[src/rtl/cpu_controller.sv]
// cpu_controller
//   Sequencing controller for a small 16-bit datapath. Accepts one instruction
//   per visit to WAIT, captures opcode/op at acceptance and then steps through
//   operand fetch, ALU execute and register write-back. Every output is a
//   registered Moore output, decoded from the state being entered.
//
// Ports
//   clk     in   single clock, rising edge
//   reset   in   synchronous, active-high reset
//   start   in   execute the instruction on opcode/op (sampled only in WAIT)
//   opcode  in   [2:0] instruction class (110 MOV, 101 ALU)
//   op      in   [1:0] sub-op (MOV: 10 imm, 00 reg; ALU: ADD/CMP/AND/MVN)
//   w       out  idle/ready
//   loada, loadb, loadc, loads  out  load enables for A, B, C and status
//   asel    out  force ALU operand A to zero
//   bsel    out  operand B from sximm5 (never used here)
//   vsel    out  [1:0] write-back source (00 C, 01 sximm8)
//   nsel    out  [2:0] one-hot register select (100 Rn, 010 Rd, 001 Rm)
//   write   out  register-file write enable
//   alu_op  out  [1:0] ALU operation
//   bad_op  out  sticky: last accepted instruction was illegal
//
// state    | meaning
// ---------+--------------------------------------------------
// S_WAIT   | idle, w=1, accepts start
// S_DECODE | classify captured instruction
// S_GET_A  | load A from Rn
// S_GET_B  | load B from Rm
// S_EXEC   | ALU operation; C or status loaded
// S_WR_REG | write C to Rd
// S_WR_IMM | write sximm8 to Rn

module cpu_controller (
  input  logic       clk,
  input  logic       reset,
  input  logic       start,
  input  logic [2:0] opcode,
  input  logic [1:0] op,
  output logic       w,
  output logic       loada,
  output logic       loadb,
  output logic       loadc,
  output logic       loads,
  output logic       asel,
  output logic       bsel,
  output logic [1:0] vsel,
  output logic [2:0] nsel,
  output logic       write,
  output logic [1:0] alu_op,
  output logic       bad_op
);

  typedef enum logic [2:0] {
    S_WAIT, S_DECODE, S_GET_A, S_GET_B, S_EXEC, S_WR_REG, S_WR_IMM
  } state_t;

  localparam logic [2:0] OPC_MOV = 3'b110;
  localparam logic [2:0] OPC_ALU = 3'b101;

  state_t     state, state_nxt;
  logic [2:0] opc_q, opc_nxt;
  logic [1:0] op_q, op_nxt;
  logic       bad_nxt;

  logic       w_nxt, loada_nxt, loadb_nxt, loadc_nxt, loads_nxt, asel_nxt, write_nxt;
  logic [1:0] vsel_nxt, alu_op_nxt;
  logic [2:0] nsel_nxt;

  logic is_mov, is_alu, nxt_is_alu;

  assign is_mov     = (opc_q == OPC_MOV);
  assign is_alu     = (opc_q == OPC_ALU);
  assign nxt_is_alu = (opc_nxt == OPC_ALU);

  // operand B never comes from sximm5 in this instruction subset
  assign bsel = 1'b0;

  always_comb begin
    state_nxt = state;
    opc_nxt   = opc_q;
    op_nxt    = op_q;
    bad_nxt   = bad_op;

    case (state)
      S_WAIT: begin
        if (start) begin
          opc_nxt   = opcode;
          op_nxt    = op;
          bad_nxt   = 1'b0;
          state_nxt = S_DECODE;
        end
      end
      S_DECODE: begin
        if (is_mov && op_q == 2'b10)
          state_nxt = S_WR_IMM;
        else if ((is_mov && op_q == 2'b00) || (is_alu && op_q == 2'b11))
          state_nxt = S_GET_B;
        else if (is_alu)
          state_nxt = S_GET_A;
        else begin
          state_nxt = S_WAIT;
          bad_nxt   = 1'b1;
        end
      end
      S_GET_A:  state_nxt = S_GET_B;
      S_GET_B:  state_nxt = S_EXEC;
      S_EXEC:   state_nxt = (is_alu && op_q == 2'b01) ? S_WAIT : S_WR_REG;
      S_WR_REG: state_nxt = S_WAIT;
      S_WR_IMM: state_nxt = S_WAIT;
      default:  state_nxt = S_WAIT;
    endcase

    // decode for the state being entered, so the outputs land registered
    w_nxt      = 1'b0;
    loada_nxt  = 1'b0;
    loadb_nxt  = 1'b0;
    loadc_nxt  = 1'b0;
    loads_nxt  = 1'b0;
    asel_nxt   = 1'b0;
    write_nxt  = 1'b0;
    vsel_nxt   = 2'b00;
    nsel_nxt   = 3'b000;
    alu_op_nxt = 2'b00;

    case (state_nxt)
      S_WAIT:  w_nxt = 1'b1;
      S_GET_A: begin
        nsel_nxt  = 3'b100;
        loada_nxt = 1'b1;
      end
      S_GET_B: begin
        nsel_nxt  = 3'b001;
        loadb_nxt = 1'b1;
      end
      S_EXEC: begin
        // MOV reg goes through the ALU as 0 + B
        alu_op_nxt = nxt_is_alu ? op_nxt : 2'b00;
        asel_nxt   = (opc_nxt == OPC_MOV);
        if (nxt_is_alu && op_nxt == 2'b01)
          loads_nxt = 1'b1;
        else
          loadc_nxt = 1'b1;
      end
      S_WR_REG: begin
        nsel_nxt  = 3'b010;
        write_nxt = 1'b1;
      end
      S_WR_IMM: begin
        nsel_nxt  = 3'b100;
        vsel_nxt  = 2'b01;
        write_nxt = 1'b1;
      end
      default: ;
    endcase
  end

  always_ff @(posedge clk) begin
    if (reset) begin
      state  <= S_WAIT;
      opc_q  <= 3'b000;
      op_q   <= 2'b00;
      bad_op <= 1'b0;
      w      <= 1'b1;
      loada  <= 1'b0;
      loadb  <= 1'b0;
      loadc  <= 1'b0;
      loads  <= 1'b0;
      asel   <= 1'b0;
      write  <= 1'b0;
      vsel   <= 2'b00;
      nsel   <= 3'b000;
      alu_op <= 2'b00;
    end else begin
      state  <= state_nxt;
      opc_q  <= opc_nxt;
      op_q   <= op_nxt;
      bad_op <= bad_nxt;
      w      <= w_nxt;
      loada  <= loada_nxt;
      loadb  <= loadb_nxt;
      loadc  <= loadc_nxt;
      loads  <= loads_nxt;
      asel   <= asel_nxt;
      write  <= write_nxt;
      vsel   <= vsel_nxt;
      nsel   <= nsel_nxt;
      alu_op <= alu_op_nxt;
    end
  end

endmodule

[config.mk]
export PLATFORM = sky130hd
export DESIGN_NAME = cpu_controller
export DESIGN_NICKNAME = d
export VERILOG_FILES = /design/src/rtl/cpu_controller.sv
export SDC_FILE = /design/constraint.sdc
export NUM_CORES = 1
export LEC_CHECK = 0
export ABC_AREA = 1
export CAP_MARGIN = 20
export CORE_MARGIN = 3
export CORE_UTILIZATION = 40
export DETAILED_ROUTE_END_ITERATION = 10
export PLACE_DENSITY = 0.71
export SETUP_SLACK_MARGIN = 0.1
export SLEW_MARGIN = 20
export SYNTH_ARGS = -nofsm -noshare
export SYNTH_HDL_FRONTEND = slang
export SYNTH_SLANG_ARGS = --single-unit
[constraint.sdc]
create_clock -name clk -period 2.2 [get_ports clk]
set_input_delay 0.44 -clock clk [delete_from_list [all_inputs] [get_ports clk]]
set_output_delay 0.44 -clock clk [all_outputs]
set_load 0.01 [all_outputs]
; After elaboration in Yosys (flattened, before gate mapping)
; Index checks and enable logic that the tools add are counted.
[word_totals]
regBits = 23
latch_bits = 0
ram_bits = 0
romBits = 0
in_bits = 8
wordCells = 75
n_memories = 0
[op_classes]
add_sub_neg = 0
multipliers = 0
div = 0
n_lt_le_gt_ge = 0
eq_ne = 21
n_shift = 0
n_mux = 23
bitwise_logic = 2
n_reduce_logical = 15
[ops]
columns = operator, n
row1 = "3-bit == test, second input constant", 8
row2 = 3-bit 2-to-1 mux, 5
row3 = 3-bit case mux with 5 select lines, 1
row4 = "3-bit by 2-bit == test with 1-bit output, second input constant", 4
row5 = 1-bit 2-to-1 mux, 11
row6 = 3-bit case mux with 3 select lines, 1
row7 = 2-bit 2-to-1 mux, 4
row8 = "2-bit != test, second input constant", 4
row9 = 3-bit zero test, 2
row10 = 2-bit OR reduction, 3
row11 = 1-bit logical AND, 5
row12 = 5-bit AND reduction, 1
row13 = "2-bit by 1-bit == test with 1-bit output, second input constant", 2
row14 = "2-bit == test, second input constant", 2
row15 = "3-bit by 1-bit == test with 1-bit output, second input constant", 1
row16 = 3-bit OR reduction, 1
row17 = 2-bit zero test, 1
row18 = 1-bit NOT, 2
row19 = 1-bit case mux with 2 select lines, 1
row20 = 2-bit nonzero test, 1
row21 = 1-bit logical OR, 1

; Depth between registers and ports, before layout
; Gate-level depths: netlist (run 1).
[depth]
ltp_word = 9
depth_mapped = 9
mapped_depth_nobuf = 9

; Worst setup path after synthesis (run 1)
; Ideal clock, no wire load.
[synth_timing]
path_type = input to register
start = in start
end = reg loadc
setup_ps = 114
arrival_ps = 1182
slack_ps = 904
stages = 9
cell_sequence = inv_1 -> nor2_2 -> nand2_4 -> nand2_1 -> nand2_1 -> nor2_2 -> nand2_1 -> nor2_1 -> nor2_1
[synth_between]
elab_chain_cells = 5
[synth_rtl]
columns = element, line_no
row1 = start: declaration, 36  ; input logic start,
row2 = 3-bit 2-to-1 mux / 2-bit 2-to-1 mux (equally long branches), 86  ; if (start) begin
row3 = 3-bit case mux with 5 select lines (tied with other cells), 84  ; case (state)
row4 = 3-bit == test (tied with other cells), 125  ; case (state_nxt)
row5 = 1-bit NOT (no source line) / 1-bit logical AND (equally long branches), -
row6 = 2-bit OR reduction (no source line) / 1-bit 2-to-1 mux (equally long branches), -
row7 = end signal: assignment, 181  ; loadc <= loadc_nxt;
row8 = end: declaration, 42  ; output logic loadc,
; Several ways; a longest one is shown, not always the timed one.
; A chain may end at the register's enable or synchronous reset.

; Worst setup path in the final report (run 1)
[layout_timing]
start = reg w
end = out w
[layout_lines]
columns = element, line_no
row1 = start: declaration, 39  ; output logic w,
row2 = start signal: assignment, 178  ; w <= w_nxt;
; No word-level cell between the ends.

==> out/qor.txt, run 1 <==
Setup bufs post-CTS = 0
Synthesized area per cell = 7.48 um2
Fin area = 1190 um2
Core area = 2080 um2
CTS tree = yes
Clock sink total = 22
Async S/R FF share, synth = 0%
WHS = 469 ps
First-pass GRT wire length = 3.13 mm
Cells along the critical path = clkdlybuf4s50_1
Worst min path class = reg -> reg
Crit-path slowest cell = clkdlybuf4s50_1
H-Tree Depth = 1
Die Span Y = 54.1 um
Fin nets = 156
Max IR drop VDD = 0.397 mV
Setup slack at placement = 316 ps
Clock latency on the worst-skew pair = 300 ps
DR WL/cell = 10.2 um
GRT Total Usage = 15.0%
CP bufs+invs = 1
Worst path required time = 1760 ps
Synth top area share = 47.5%
# Max-Cap Violations = 0
Setup ws final = 554 ps
TNS Setup = 0 ps
Max FO, Critical Path = 1
Via count = 808
Yosys warnings = 0
Sequential element share of the synthesized area = 47.5%
Iter 0 DRT Violations = 12
Top cells by count, synth = nand2_1 (24), dfxtp_1 (22), nor2_1 (21)
Clock Path Buffers = 2
# setup viols final = 0
Final wirelength = 1.77 mm
Yosys cell types = 21
Largest net degree at the start of global routing = 14
Cts bufs inserted = 3
Util after Layout = 57.2%
Slew HR = 65.3%
Fill cells = 218
Clock transition at path regs = 110 ps
Cell Area, Placed = 1150 um2
Die W = 54.1 um
Crit share post-route = 74.8%
Outcome = finished clean
P_leak = 0.540 nW
Most common cell in the netlist = nand2_1
Worst stage delay on the critical path = 570 ps
EDFF count, synth = 0
Site Rows = 16
Max Fclk = 608 MHz
Initial core utilization = 44.5%
Ranking of synthesized cells by area = dfxtp_1 (48%), nand2_1 (9.7%), nor2_1 (8.5%)
CP Data Arrival Time = 1210 ps
Via density = 4.64
Multi-input logic area = 385 um2
Critical setup path kind = reg -> out
CP Launch Type = flip-flop
Synthesis-stage register bit count = 22
Slew Limit Fails = 0
Hold_buf cts = 0
Final hold viol count = 0
Synth area leader = dfxtp_1
Worst slew pin tran = 519 ps
Post_cts resized = 0
Ys flop type = dfxtp_1
P per Cell Area = 609 nW/um2
FF+latch area = 440 um2
Drt pass-1 iters = 4
Initial antenna violation count = 0
Share of layout cells above drive strength 1 = 14.3%
Max Clock Skew = 4.82 ps
Mapped Cells = 124
Remaining design rule violation count = 0
Full die area = 2930 um2
Hpwl dp = 1.40 mm
Placer's final routability congestion estimate = 0.783
Layout area overhead = 28.5%
Mapped Area = 927 um2
Top Ports = 24
Unrepaired setup endpoints after global routing = false
Crit path max-delay family = buffers and inverters
Post-route ant nets = 0
Grt total ovfl = 0
# port buffers = 21
Ant diodes = 0
Crit path time final = 1650 ps
Clk root buf = clkbuf_4
Vias in the first global route = 754
Worst setup EP type = output port
power by group:
part	switching (mW)	total (mW)	internal, mW
clock	0.113	0.214	0.101
sequential	0.0101	0.420	0.410
combinational	0.0527	0.0909	0.0382
total	0.176	0.725	0.549
metrics by stage:
| step | power (mW) | cells |
|---|---|---|
| after floorplan | 0.490 | 125 |
| after global routing | 0.768 | 174 |
| after detailed placement | 0.520 | 170 |
| after CTS | 0.737 | 174 |
| after global placement | 0.517 | 170 |
| final | 0.725 | 174 |
path summary, 6_finish.rpt:
| check | slack [ps] | startpoint | cells past startpoint | end |
|---|---|---|---|---|
| setup reg to reg | 810 | state[0]$_SDFF_PP0_ | 8 | loadc$_SDFF_PP0_ |
| hold / removal | 470 | bad_op$_SDFFE_PP0P_ | 2 | bad_op$_SDFFE_PP0P_ |
| hold reg to reg | 470 | bad_op$_SDFFE_PP0P_ | 2 | bad_op$_SDFFE_PP0P_ |
| setup / recovery | 550 | w$_SDFF_PP1_ | 1 | w |
final cells by class:
class	count	share of cell area, %
Multi-Input combinational cell	78	32.4
Inverter	22	7.14
Sequential cell	22	37.0
Tap cell	27	2.84
Clock buffer	4	3.05
Timing Repair Buffer	21	17.6
cells in the final DEF, fill, tap and decap left out:
| cell type | n |
|---|---|
| nand3_1 | 9 |
| nand4_1 | 1 |
| nor3_2 | 1 |
| nor2_1 | 21 |
| nor3_4 | 1 |
| nor2_2 | 7 |
| dfxtp_1 | 22 |
| clkbuf_8 | 1 |
| o21ai_2 | 3 |
| clkdlybuf4s50_1 | 21 |
| nand2_1 | 24 |
| inv_1 | 20 |
| inv_4 | 1 |
| nand3b_1 | 1 |
| inv_2 | 1 |
| a21oi_2 | 1 |
| a21oi_1 | 4 |
| nand2_4 | 1 |
| conb_1 | 2 |
| clkbuf_4 | 3 |
| nand2_2 | 1 |
| a21boi_1 | 1 |
metal layers:
layer	track usage, %	vias up	share of wire, %
li1	-	415	-
met1	16.2	363	43
met2	25.9	24	48
met3	2.77	6	5.6
met4	10.4	0	3.4
met5	0	-	0
cells by family (layout without fill, tap and decap cells):
| group | count (synthesis) | after routing | share of synthesized area (%) |
|---|---|---|---|
| simple gates | 67 | 67 | 34.0 |
| buf+inv | 25 | 47 | 11.3 |
| flops | 22 | 22 | 47.5 |
| compound gates | 9 | 9 | 6.75 |
| other cells | 1 | 2 | 0.404 |
sequential cells by signal, summed over array words and instances (netlist names), 2 cells and up:
name and count:
nsel 3, op_q 2, alu_op 2, state 3
opc_q 3
Note: power is estimated with default switching activity, not from simulation.
==> inputs of run 2 (changes only) <==
clock period = 1.65 ns   (was 2.2 ns; I/O delays follow)
==> run 2 against run 1 <==
  * Via count down 2.5%
  * Sequential share of layout area down 0.91 points
  * Utilization increased by 1.4 points
  * Flip-flop and latch count did not move
  * Clock-buffer cell count did not move
  * Clock skew fell by 1.7 ps
  * Global-route usage is 1.4 points lower
  * Non-clock buffer count increased by 3
  * Clock power is 35% higher
  * Sequential power rose by 33%
  * Critical path type unchanged
  * Critical endpoint is now alu_op[0]
==> out/qor.txt, run 2 (synthesized netlist as in run 1, its figures left out) <==
Clock sink total = 22
Commonest non-fill, non-tap cell in the layout = nand2_1
Die Span Y = 54.1 um
Unrepaired setup endpoints after global routing = false
CTS tree = yes
Initial antenna violation count = 0
Largest net degree at the start of global routing = 13
Max Clock Skew = 3.10 ps
Most frequent cells in the layout = nand2_1 (24), dfxtp_1 (22), nor2_1 (21)
Slew Limit Fails = 0
CP Launch Type = flip-flop
Drt pass-1 iters = 4
Hold_buf cts = 0
Logic pwr share = 13.1%
Critical setup path kind = reg -> out
Util after Layout = 58.7%
Core area = 2080 um2
Via density = 4.45
Fin nets = 159
Max FO, Critical Path = 1
Post_cts resized = 0
Worst path required time = 1320 ps
Worst min path class = reg -> reg
Outcome = finished clean
Cell internal pwr = 0.739 mW
DR WL/cell = 9.34 um
Worst stage delay on the critical path = 530 ps
Cell Area, Placed = 1180 um2
Max Fclk = 671 MHz
Grt total ovfl = 0
Site Rows = 16
Full die area = 2930 um2
Vias in the first global route = 688
Max IR drop VDD = 0.548 mV
Cts bufs inserted = 3
Remaining design rule violation count = 0
Top Ports = 24
Switching Power = 0.237 mW
Layout area overhead = 31.7%
P_leak = 0.571 nW
Crit path time final = 1490 ps
Worst setup EP type = output port
Reg power frac = 57.4%
Crit path max-delay family = buffers and inverters
Final hold viol count = 0
Share of layout cells above drive strength 1 = 16.0%
Crit share post-route = 90.3%
Cells along the critical path = clkdlybuf4s50_1
Initial core utilization = 44.5%
CP Data Arrival Time = 1160 ps
Switching Fraction = 24.2%
Iter 0 DRT Violations = 23
CP bufs+invs = 1
P per Cell Area = 799 nW/um2
Crit-path slowest cell = clkdlybuf4s50_1
Clock transition at path regs = 110 ps
Die W = 54.1 um
Setup bufs post-CTS = 0
Biggest regs = nsel x3, opc_q x3, state x3
# Max-Cap Violations = 0
H-Tree Depth = 1
Hpwl dp = 1.34 mm
Clock latency on the worst-skew pair = 300 ps
# port buffers = 21
# setup viols final = 0
Placer's final routability congestion estimate = 0.848
Via count = 788
First-pass GRT wire length = 2.84 mm
Fin area = 1220 um2
Clk root buf = clkbuf_4
Power, Total = 0.976 mW
Final wirelength = 1.65 mm
Post-route ant nets = 0
Clock power frac = 29.5%
Ant diodes = 0
Clock Path Buffers = 2
GRT Total Usage = 13.6%
## run 2: cell types whose count changed in the layout (fill, tap and decap cells not counted)
cell,change
nor2_4,+1
nor2_2,-1
buf_4,+3
dlymetal6s2s_1,+1
clkdlybuf4s50_1,-1
## run 2: metrics by stage
step / TNS [ps] / cells / hold slack (ps) / setup WS [ps]
final: 0 / 177 / 464 / 160
after detailed placement: -168 / 173 / 458 / -91.0
after global placement: -52.6 / 173 / 436 / -48.3
after floorplan: 0 / 125 / 404 / 432
after CTS: 0 / 177 / 475 / 123
after global routing: 0 / 177 / 513 / 106
## run 2: metal layers
layer / part of all wire [%] / global-route usage, %
met1: 47 / 17.1
met2: 46 / 21.1
met3: 5.3 / 3.32
met4: 1.9 / 7.47
met5: 0 / 0
## run 2: final cells by class
class | instances | area [um2]
tap | 27 | 33.8
clock buffer | 4 | 36.3
inverter | 22 | 85.1
fill | 202 | 861
timing repair buffer | 24 | 235
sequential | 22 | 440
multi-input combinational | 78 | 390
## run 2: power by group through the flow
stage | logic [mW] | clock network (mW) | registers, mW
final | 0.128 | 0.288 | 0.560
after global routing | 0.144 | 0.319 | 0.563
after floorplan | 0.0826 | 0 | 0.571
after global placement | 0.127 | 0 | 0.571
after CTS | 0.128 | 0.298 | 0.560
after detailed placement | 0.128 | 0 | 0.572
## run 2: final timing paths
kind                         endpoint                 start  cells after the start  slack [ps]
setup reg to reg     loadc$_SDFF_PP0_   state[0]$_SDFF_PP0_                      8         310
hold / removal    bad_op$_SDFFE_PP0P_   bad_op$_SDFFE_PP0P_                      2         460
setup / recovery            alu_op[0]  alu_op[0]$_SDFF_PP0_                      1         160
hold reg to reg   bad_op$_SDFFE_PP0P_   bad_op$_SDFFE_PP0P_                      2         460
==> inputs of run 3 (changes only) <==
CAP_MARGIN = default   (was 20)
GPL_TIMING_DRIVEN = 0   (was default)
==> run 3 against run 2 <==
  * Global-route usage is 0.26 points higher
  * Total power rose by 0.85%
  * Highest routed layer unchanged
  * Cell area down 0.41%
  * Clock-buffer cell count unchanged
==> out/qor.txt, run 3 (synthesized netlist as in run 1, its figures left out) <==
Outcome = finished clean
CP bufs+invs = 1
Cts bufs inserted = 3
Die W = 54.1 um
Clk root buf = clkbuf_4
DR WL/cell = 9.76 um
Critical setup path kind = reg -> out
Max Clock Skew = 5.22 ps
P per Cell Area = 809 nW/um2
Final wirelength = 1.73 mm
Placer's final routability congestion estimate = 0.780
Clock sink total = 22
Clock latency on the worst-skew pair = 310 ps
Grt total ovfl = 0
Fin nets = 159
Via density = 4.63
Max IR drop VDD = 0.506 mV
Most frequent cells in the layout = nand2_1 (24), dfxtp_1 (22), nor2_1 (21)
Slew Limit Fails = 0
Worst path required time = 1320 ps
CTS tree = yes
Crit path time final = 1500 ps
Max FO, Critical Path = 1
Vias in the first global route = 722
Core area = 2080 um2
Share of layout cells above drive strength 1 = 16.0%
Site Rows = 16
Die Span Y = 54.1 um
Biggest regs = nsel x3, opc_q x3, state x3
Crit-path slowest cell = clkdlybuf4s50_1
P_leak = 0.589 nW
Crit share post-route = 91.1%
# Max-Cap Violations = 0
Unrepaired setup endpoints after global routing = false
Setup bufs post-CTS = 0
Worst min path class = reg -> reg
Clock Path Buffers = 2
Util after Layout = 58.4%
Largest net degree at the start of global routing = 13
Clock transition at path regs = 120 ps
Crit path max-delay family = buffers and inverters
Post-route ant nets = 0
Fill cells = 192
Worst stage delay on the critical path = 530 ps
Final hold viol count = 0
Layout area overhead = 31.2%
Initial antenna violation count = 0
Post_cts resized = 0
CP Data Arrival Time = 1170 ps
Via count = 820
H-Tree Depth = 1
Ant diodes = 0
Hold_buf cts = 0
# setup viols final = 0
TNS Setup = 0 ps
Cells along the critical path = clkdlybuf4s50_1
Initial core utilization = 44.5%
Top Ports = 24
Commonest non-fill, non-tap cell in the layout = nand2_1
First-pass GRT wire length = 2.90 mm
Drt pass-1 iters = 4
CP Launch Type = flip-flop
Hpwl dp = 1.37 mm
Iter 0 DRT Violations = 33
Worst setup EP type = output port
Full die area = 2930 um2
GRT Total Usage = 13.9%
# port buffers = 21
Remaining design rule violation count = 0
Max Fclk = 666 MHz
[run 3: cell types whose count changed in the layout (fill, tap and decap cells not counted), sizes merged]
cell           previous run  this run
clkdlybuf4s50            20        19
dlymetal6s2s              1         2
[run 3: per-layer routing]
metal  part of all wire (%)  track usage [%]  vias to the layer above
li1                       -                -                      425
met1                     42             17.0                      359
met2                     49             22.1                       31
met3                    6.5             2.49                        5
met4                    2.2             8.71                        0
met5                      0                0                        -
[run 3: worst paths after layout]
kind / from / slack, ps / to / cells past startpoint
setup / recovery: alu_op[0]$_SDFF_PP0_ / 150 / alu_op[0] / 1
hold / removal: bad_op$_SDFFE_PP0P_ / 470 / bad_op$_SDFFE_PP0P_ / 2
setup reg to reg: state[0]$_SDFF_PP0_ / 280 / loadc$_SDFF_PP0_ / 8
hold reg to reg: bad_op$_SDFFE_PP0P_ / 470 / bad_op$_SDFFE_PP0P_ / 2
[run 3: where the power goes]
part	leakage, nW	internal, mW	total, mW	switching, mW
clock	0.0210	0.135	0.300	0.165
combinational	0.389	0.0543	0.125	0.0705
sequential	0.179	0.546	0.559	0.0128
[run 3: final cells by class]
class | count | area [um2] | area share (%)
clock buffer | 4 | 36.3 | 2.98
multi-input combinational | 78 | 385 | 31.7
buffer | 3 | 20.0 | 1.65
sequential | 22 | 440 | 36.2
tap | 27 | 33.8 | 2.78
inverter | 22 | 85.1 | 7.00
timing repair buffer | 21 | 215 | 17.7
[run 3: tightest hold or removal path, cell delays in order (launching register included)]
cell	delay [ps]
dfxtp_1	330
inv_1	50
a21oi_1	60
[run 3: metrics by stage]
stage / area (um2) / instances / hold WS, ps / power, mW / worst slack [ps]
finish: 1220 / 177 / 470 / 0.984 / 148
global route: 1220 / 177 / 482 / 1.02 / 100
global placement: 1170 / 173 / 437 / 0.693 / -95.8
CTS: 1210 / 177 / 476 / 0.994 / 118
detailed placement: 1170 / 173 / 459 / 0.697 / -127
floorplan: 931 / 125 / 404 / 0.654 / 432
